<file path="src/rtl/sine_ctrl_pkg.sv">
// Shared types and constants for the sine-burst sequencer.
package sine_ctrl_pkg;

  typedef enum logic [1:0] {
    ST_IDLE,
    ST_INIT,
    ST_RUN,
    ST_DONE
  } state_t;

  localparam int TIMEOUT_TK_DEF = 1024;
  // Oscillator steps per full sine period at the nominal coefficient.
  localparam int NOM_PERIOD     = 402;

endpackage

</file>
<file path="src/rtl/sine_burst_ctrl_if.sv">
// Control/oscillator-side signal bundle of the sine-burst sequencer.
interface sine_burst_ctrl_if #(
  parameter int DIV_W  = 16,
  parameter int CNT_W  = 8,
  parameter int WAVE_W = 8
) ();

  logic                     start;
  logic                     abort;
  logic [DIV_W-1:0]         div;
  logic [CNT_W-1:0]         n_periods;
  logic signed [WAVE_W-1:0] wave_in;
  logic                     osc_clr;
  logic                     osc_en;
  logic                     busy;
  logic                     done;
  logic                     err_timeout;
  logic [CNT_W-1:0]         period_cnt;

  modport master (
    output start, abort, div, n_periods, wave_in,
    input  osc_clr, osc_en, busy, done, err_timeout, period_cnt
  );

  modport slave (
    input  start, abort, div, n_periods, wave_in,
    output osc_clr, osc_en, busy, done, err_timeout, period_cnt
  );

endinterface

</file>
<file path="src/rtl/tick_prescaler.sv">
// Divide-by-N tick generator; divider latched on load, 0 treated as 1.
module tick_prescaler #(
  parameter int DIV_W = 16
) (
  input  logic             clk,
  input  logic             rst,
  input  logic             load,
  input  logic             en,
  input  logic [DIV_W-1:0] div,
  output logic             tick
);

  logic [DIV_W-1:0] div_q;
  logic [DIV_W-1:0] cnt;

  assign tick = en && (cnt == div_q - DIV_W'(1));

  // NOTE: sequential state uses non-blocking assignments so every register
  // samples pre-edge values, independent of statement order.
  always_ff @(posedge clk or negedge rst) begin
    if (!rst) begin
      div_q <= '0;
      cnt   <= '0;
    end else if (load) begin
      div_q <= (div == '0) ? DIV_W'(1) : div;
      cnt   <= '0;
    end else if (en) begin
      cnt <= tick ? '0 : cnt + DIV_W'(1);
    end
  end

endmodule

</file>
<file path="src/rtl/sine_burst_ctrl.sv">
// Burst sequencer: clears the oscillator, paces its steps, counts rising zero
// crossings and stops after the requested number of periods or on timeout.
module sine_burst_ctrl
  import sine_ctrl_pkg::*;
#(
  parameter int DIV_W      = 16,
  parameter int CNT_W      = 8,
  parameter int WAVE_W     = 8,
  parameter int TIMEOUT_TK = TIMEOUT_TK_DEF
) (
  input  logic               clk,
  input  logic               rst,
  sine_burst_ctrl_if.slave   bus
);

  localparam int STEP_W = $clog2(TIMEOUT_TK + 1);

  state_t            state;
  logic [CNT_W-1:0]  n_lat;
  logic [STEP_W-1:0] step_cnt;
  logic              step_d;
  logic              prev_neg;

  logic              accept;
  logic              presc_en;
  logic              tick;
  logic              wave_neg;
  logic              crossing;
  logic [CNT_W-1:0]  cnt_inc;
  logic              hit_n;
  logic              timeout;

  assign accept   = bus.start && !bus.abort && (state == ST_IDLE || state == ST_DONE);
  assign presc_en = (state == ST_INIT && n_lat != '0) || state == ST_RUN;
  assign wave_neg = bus.wave_in[WAVE_W-1];
  // wave_in reflects the step issued on the previous cycle, flagged by step_d.
  assign crossing = (state == ST_RUN) && step_d && prev_neg && !wave_neg;
  assign cnt_inc  = (bus.period_cnt == '1) ? bus.period_cnt : bus.period_cnt + CNT_W'(1);
  assign hit_n    = crossing && (cnt_inc == n_lat);
  // A crossing in the same cycle restarts the step window, so it beats timeout.
  assign timeout  = (state == ST_RUN) && bus.osc_en && !crossing &&
                    (step_cnt == STEP_W'(TIMEOUT_TK - 1));

  tick_prescaler #(.DIV_W(DIV_W)) u_presc (
    .clk  (clk),
    .rst  (rst),
    .load (accept),
    .en   (presc_en),
    .div  (bus.div),
    .tick (tick)
  );

  always_ff @(posedge clk or negedge rst) begin
    if (!rst) begin
      state           <= ST_IDLE;
      n_lat           <= '0;
      step_cnt        <= '0;
      step_d          <= 1'b0;
      prev_neg        <= 1'b0;
      bus.osc_clr     <= 1'b0;
      bus.osc_en      <= 1'b0;
      bus.busy        <= 1'b0;
      bus.done        <= 1'b0;
      bus.err_timeout <= 1'b0;
      bus.period_cnt  <= '0;
    end else if (bus.abort) begin
      state       <= ST_IDLE;
      step_d      <= 1'b0;
      bus.osc_clr <= 1'b0;
      bus.osc_en  <= 1'b0;
      bus.busy    <= 1'b0;
      bus.done    <= 1'b0;
    end else begin
      case (state)
        ST_IDLE, ST_DONE: begin
          bus.osc_en <= 1'b0;
          if (bus.start) begin
            state           <= ST_INIT;
            n_lat           <= bus.n_periods;
            step_cnt        <= '0;
            step_d          <= 1'b0;
            prev_neg        <= 1'b0;
            bus.osc_clr     <= 1'b1;
            bus.busy        <= 1'b1;
            bus.done        <= 1'b0;
            bus.err_timeout <= 1'b0;
            bus.period_cnt  <= '0;
          end
        end
        ST_INIT: begin
          bus.osc_clr <= 1'b0;
          if (n_lat != '0) begin
            state      <= ST_RUN;
            bus.osc_en <= tick;
          end else begin
            state    <= ST_DONE;
            bus.busy <= 1'b0;
            bus.done <= 1'b1;
          end
        end
        ST_RUN: begin
          bus.osc_en <= tick && !hit_n && !timeout;
          step_d     <= bus.osc_en;
          if (crossing) begin
            bus.period_cnt <= cnt_inc;
            prev_neg       <= 1'b0;
            step_cnt       <= '0;
          end else begin
            if (step_d)     prev_neg <= wave_neg;
            if (bus.osc_en) step_cnt <= step_cnt + STEP_W'(1);
          end
          if (hit_n || timeout) begin
            state    <= ST_DONE;
            bus.busy <= 1'b0;
            bus.done <= 1'b1;
          end
          if (timeout) bus.err_timeout <= 1'b1;
        end
        default: state <= ST_IDLE;
      endcase
    end
  end

endmodule

</file>
<file path="src/flat_wrapper.sv">
// flat-port wrapper written by rule: the top's interface ports become plain ports
module sine_burst_ctrl_flat import sine_ctrl_pkg::*;
#(
  parameter int DIV_W      = 16,
  parameter int CNT_W      = 8,
  parameter int WAVE_W     = 8,
  parameter int TIMEOUT_TK = TIMEOUT_TK_DEF
)
  (clk, rst, bus_start, bus_abort, bus_div, bus_n_periods, bus_wave_in, bus_osc_clr, bus_osc_en, bus_busy, bus_done, bus_err_timeout, bus_period_cnt);
  sine_burst_ctrl_if #(.DIV_W(DIV_W), .CNT_W(CNT_W), .WAVE_W(WAVE_W)) bus_i ();
  input  logic clk;
  input  logic rst;
  input wire logic [$bits(bus_i.start)-1:0] bus_start;
  input wire logic [$bits(bus_i.abort)-1:0] bus_abort;
  input wire logic [$bits(bus_i.div)-1:0] bus_div;
  input wire logic [$bits(bus_i.n_periods)-1:0] bus_n_periods;
  input wire logic [$bits(bus_i.wave_in)-1:0] bus_wave_in;
  output wire logic [$bits(bus_i.osc_clr)-1:0] bus_osc_clr;
  output wire logic [$bits(bus_i.osc_en)-1:0] bus_osc_en;
  output wire logic [$bits(bus_i.busy)-1:0] bus_busy;
  output wire logic [$bits(bus_i.done)-1:0] bus_done;
  output wire logic [$bits(bus_i.err_timeout)-1:0] bus_err_timeout;
  output wire logic [$bits(bus_i.period_cnt)-1:0] bus_period_cnt;
  assign bus_i.start = bus_start;
  assign bus_i.abort = bus_abort;
  assign bus_i.div = bus_div;
  assign bus_i.n_periods = bus_n_periods;
  assign bus_i.wave_in = bus_wave_in;
  assign bus_osc_clr = bus_i.osc_clr;
  assign bus_osc_en = bus_i.osc_en;
  assign bus_busy = bus_i.busy;
  assign bus_done = bus_i.done;
  assign bus_err_timeout = bus_i.err_timeout;
  assign bus_period_cnt = bus_i.period_cnt;
  sine_burst_ctrl #(.DIV_W(DIV_W), .CNT_W(CNT_W), .WAVE_W(WAVE_W), .TIMEOUT_TK(TIMEOUT_TK)) u_core (.clk(clk), .rst(rst), .bus(bus_i));
endmodule
</file>
<file path="config.mk">
export PLATFORM = sky130hd
export DESIGN_NAME = sine_burst_ctrl_flat
export DESIGN_NICKNAME = d
export VERILOG_FILES = /design/src/rtl/sine_ctrl_pkg.sv /design/src/rtl/sine_burst_ctrl_if.sv /design/src/rtl/tick_prescaler.sv /design/src/rtl/sine_burst_ctrl.sv /design/src/flat_wrapper.sv
export SDC_FILE = /design/constraint.sdc
export NUM_CORES = 1
export LEC_CHECK = 0
export CORE_MARGIN = 1
export CORE_UTILIZATION = 35
export DETAILED_ROUTE_END_ITERATION = 10
export GPL_ROUTABILITY_DRIVEN = 0
export PLACE_DENSITY = 0.63
export SETUP_SLACK_MARGIN = 0.3
export SYNTH_ARGS = -nofsm -noshare
export SYNTH_HDL_FRONTEND = slang
export SYNTH_SLANG_ARGS = --single-unit
</file>
<file path="constraint.sdc">
create_clock -name clk -period 3.6 [get_ports clk]
set_clock_uncertainty 0.2 [all_clocks]
set_input_delay 0.72 -clock clk [delete_from_list [all_inputs] [get_ports clk]]
set_output_delay 0.72 -clock clk [all_outputs]
set_load 0.01 [all_outputs]
</file>
==> out/qor.yml <==
synth.area.top_cells: "dfrtp_1 (40%), nand2_1 (8.5%), xor2_1 (4.6%)"
dp_hpwl_um: 7320
final-seq-area_um2: 1700
antennaDiodeCount: 0
fill_cells: 1102
status: "complete, but fails checks"
multi_input_area_um2: 2420
drt-total-wl_um: 10100
dpl_cell_area_um2: 4810
ant_nets: 0
drive_gt1_share_pct: 8.19
grt_pass1_vias: 3528
critical_path_arrival_ns: 3.20
final_area_um2: 5120
synthCells: 493
cellLeakagePower_nw: 2.28
endpoint_kind: "flip-flop"
nets: 577
synth_top_cells_by_count: "nand2_1 (95), dfrtp_1 (68), nor2_1 (42), o21ai_0 (25)"
slew_headroom_pct: 46.3
fin_crit_ns: 3.15
path_buf_inv: 0
synth_fp_nets: 535
netlist_area_um2: 4210
drcViolationCount: 1
tritoncts: "done"
tightest_slew_ns: 0.806
hp-class: "input pin to async pin"
synthArstFlopShare_pct: 100
drt_first_pass_iters: 8
clk_path_buf_depth: 2
fin_crit_sh_pct: 87.6
crit_start: "u_core.bus.period_cnt[1]"
crit_family: "simple AND/OR/NAND/NOR gates"
maxCapViolCount: 0
clk_pin_slew_worst_paths_ns: 0.05
fmax_mhz: 317
rr_startpoint: "u_core.bus.period_cnt[1]"
synth_top_area_share_pct: 40.5
vdd_ir_drop_max_mv: 0.352
critical_path_required_ns: 3.65
die_width_um: 112
wire_per_inst_um: 14.9
drt_first_iter_violations: 206
total_power_mw: 3.37
vias_per_cell: 5.61
die_y_um: 112
antenna_found_initial: 0
htreeDepth: 3
yosysMostFrequentCell: "nand2_1"
cp_slowest_cell: "or4_4"
max_stage_delay_ns: 0.55
rows: 39
core_um2: 11600
start_kind: "flip-flop"
cts_root_buf: "clkbuf_16"
seq_area_frac_synth_pct: 40.5
yosysTopAreaCell: "dfrtp_1"
grt_usage_pct: 17.0
vias: 3812
setup_ws_ns: 0.445
clk-insertion-delay-late_ns: 0.33
criticalPathCategory: "flip-flop to flip-flop"
slew_violations: 0
ys_warn_count: 0
timing.final.hold_violations: 0
pin_count: 49
dieArea_um2: 12500
setup_viol: 0
grt_overflow: 0
grt_start_max_net_pins: 36
cts.sinks: 68
fin_tns_setup_ns: 0
synth-edff-count: 0
cts_made_buffers: 9
p_per_area_nw_per_um2: 659
syn2layout_area_growth_pct: 21.7
ys.flop_type: "dfrtp_1"
grt_setup_unrepaired: "false"
violations: "design-rule violations"
yosys_register_bits: 68
io_buffers: 41
initial_utilization_pct: 36.4
path_cells: "ha_4, nand3_1, or4_1, o2bb2ai_1, or4_4, o31ai_4, and2_4, a21oi_2, a211oi_2"
path_max_fanout: 8
preCtsSetupSlack_ns: 0.328
syn_area_per_cell_um2: 8.53
grt_pass1_wl_um: 17300
synth_cell_types: 58
-- worst paths after layout --
check / endpoint / slack (ns) / depth (start not counted)
max: u_core.bus.busy / 0.45 / 9
min: u_core.bus.period_cnt[4] / 0.28 / 1
max reg2reg: u_core.bus.busy / 0.45 / 9
min reg2reg: u_core.bus.err_timeout / 0.29 / 2
max in group asynchronous: u_core.step_cnt[9] / 2.26 / 2
min in group clk: u_core.bus.err_timeout / 0.29 / 2
-- per-stage QoR --
stage	hold slack, ns	std cells	util [%]
CTS	0.295	680	44.1
global placement	0.266	667	41.6
global route	0.308	680	44.3
floorplan	0.224	493	-
detailed placement	0.268	667	41.6
finish	0.279	680	44.3
-- layer usage --
layer  global-route usage [%]  up-vias  wire length (um)
li1                         -     1883                 -
met1                     24.4     1826              5040
met2                     26.3       96              4570
met3                     2.89        7               395
met4                     5.14        0                93
met5                        0        -                 0
-- sequential cells by signal, summed over array words and instances (netlist names) --
register	cells
u_core.u_presc.cnt	16
u_core.u_presc.div_q	16
u_core.step_cnt	11
u_core.bus.period_cnt	8
u_core.n_lat	8
u_core.state	2
u_core.bus.busy	1
u_core.bus.done	1
u_core.bus.err_timeout	1
u_core.bus.osc_clr	1
u_core.bus.osc_en	1
u_core.prev_neg	1
u_core.step_d	1
-- report_power, final --
| group | leakage (nW) | switching, mW | total (mW) | internal, mW |
|---|---|---|---|---|
| Combinational | 1.25 | 0.776 | 1.33 | 0.551 |
| Sequential | 0.903 | 0.249 | 1.19 | 0.942 |
| Clock | 0.134 | 0.312 | 0.855 | 0.543 |
| Total | 2.28 | 1.34 | 3.37 | 2.04 |
-- timing repair --
action | 4_1_cts | 5_1_grt
hold buffers | 0 | 0
resized for setup | 1 | 4
buffers inserted | 0 | 0
endpoints found under the setup margin | 1 | 9
-- cell families (layout without fill, tap and decap cells) --
family	count (synthesis)	count (layout)	share of synthesized area, %
and+or+nand+nor	251	251	29.9
AOI/OAI and AO/OA	103	103	17.2
DFF	68	68	40.5
xor gates and xnor gates	31	31	6.45
buffers and inverters	28	72	2.71
adders and majority gates	6	6	1.78
muxes	6	6	1.52
-- cell type report --
type                       count  share of cell area, %
clock buffer                  11                   4.74
multi-input combinational    397                   47.3
tap                          143                   3.49
timing repair buffer          54                   10.1
sequential                    68                   33.3
clock inverter                 2                  0.733
inverter                       5                  0.366
-- cell usage in the layout, fill, tap and decap left out, drive strengths merged, types with 3 or more instances in the layout --
cell and count:
o21ai 26, and3 15, a21oi 13, nand3b 3, nand4 11, o211ai 3, mux2i 3, dfrtp 68
nand4b 3, a22o 6, a31oi 10, clkdlybuf4s50 40, a311oi 5, mux2 3, nand3 22, or4 4
nor4 10, xnor2 9, nand2 95, a211oi 3, nor4b 7, o31ai 14, nor2b 6, or2 3
a21o 8, inv 5, buf 14, ha 6, and2 3, clkbuf 11, nand2b 4, or3 4
xor2 22, nor3 12, nor2 42
Note: power is estimated with default switching activity, not from simulation.
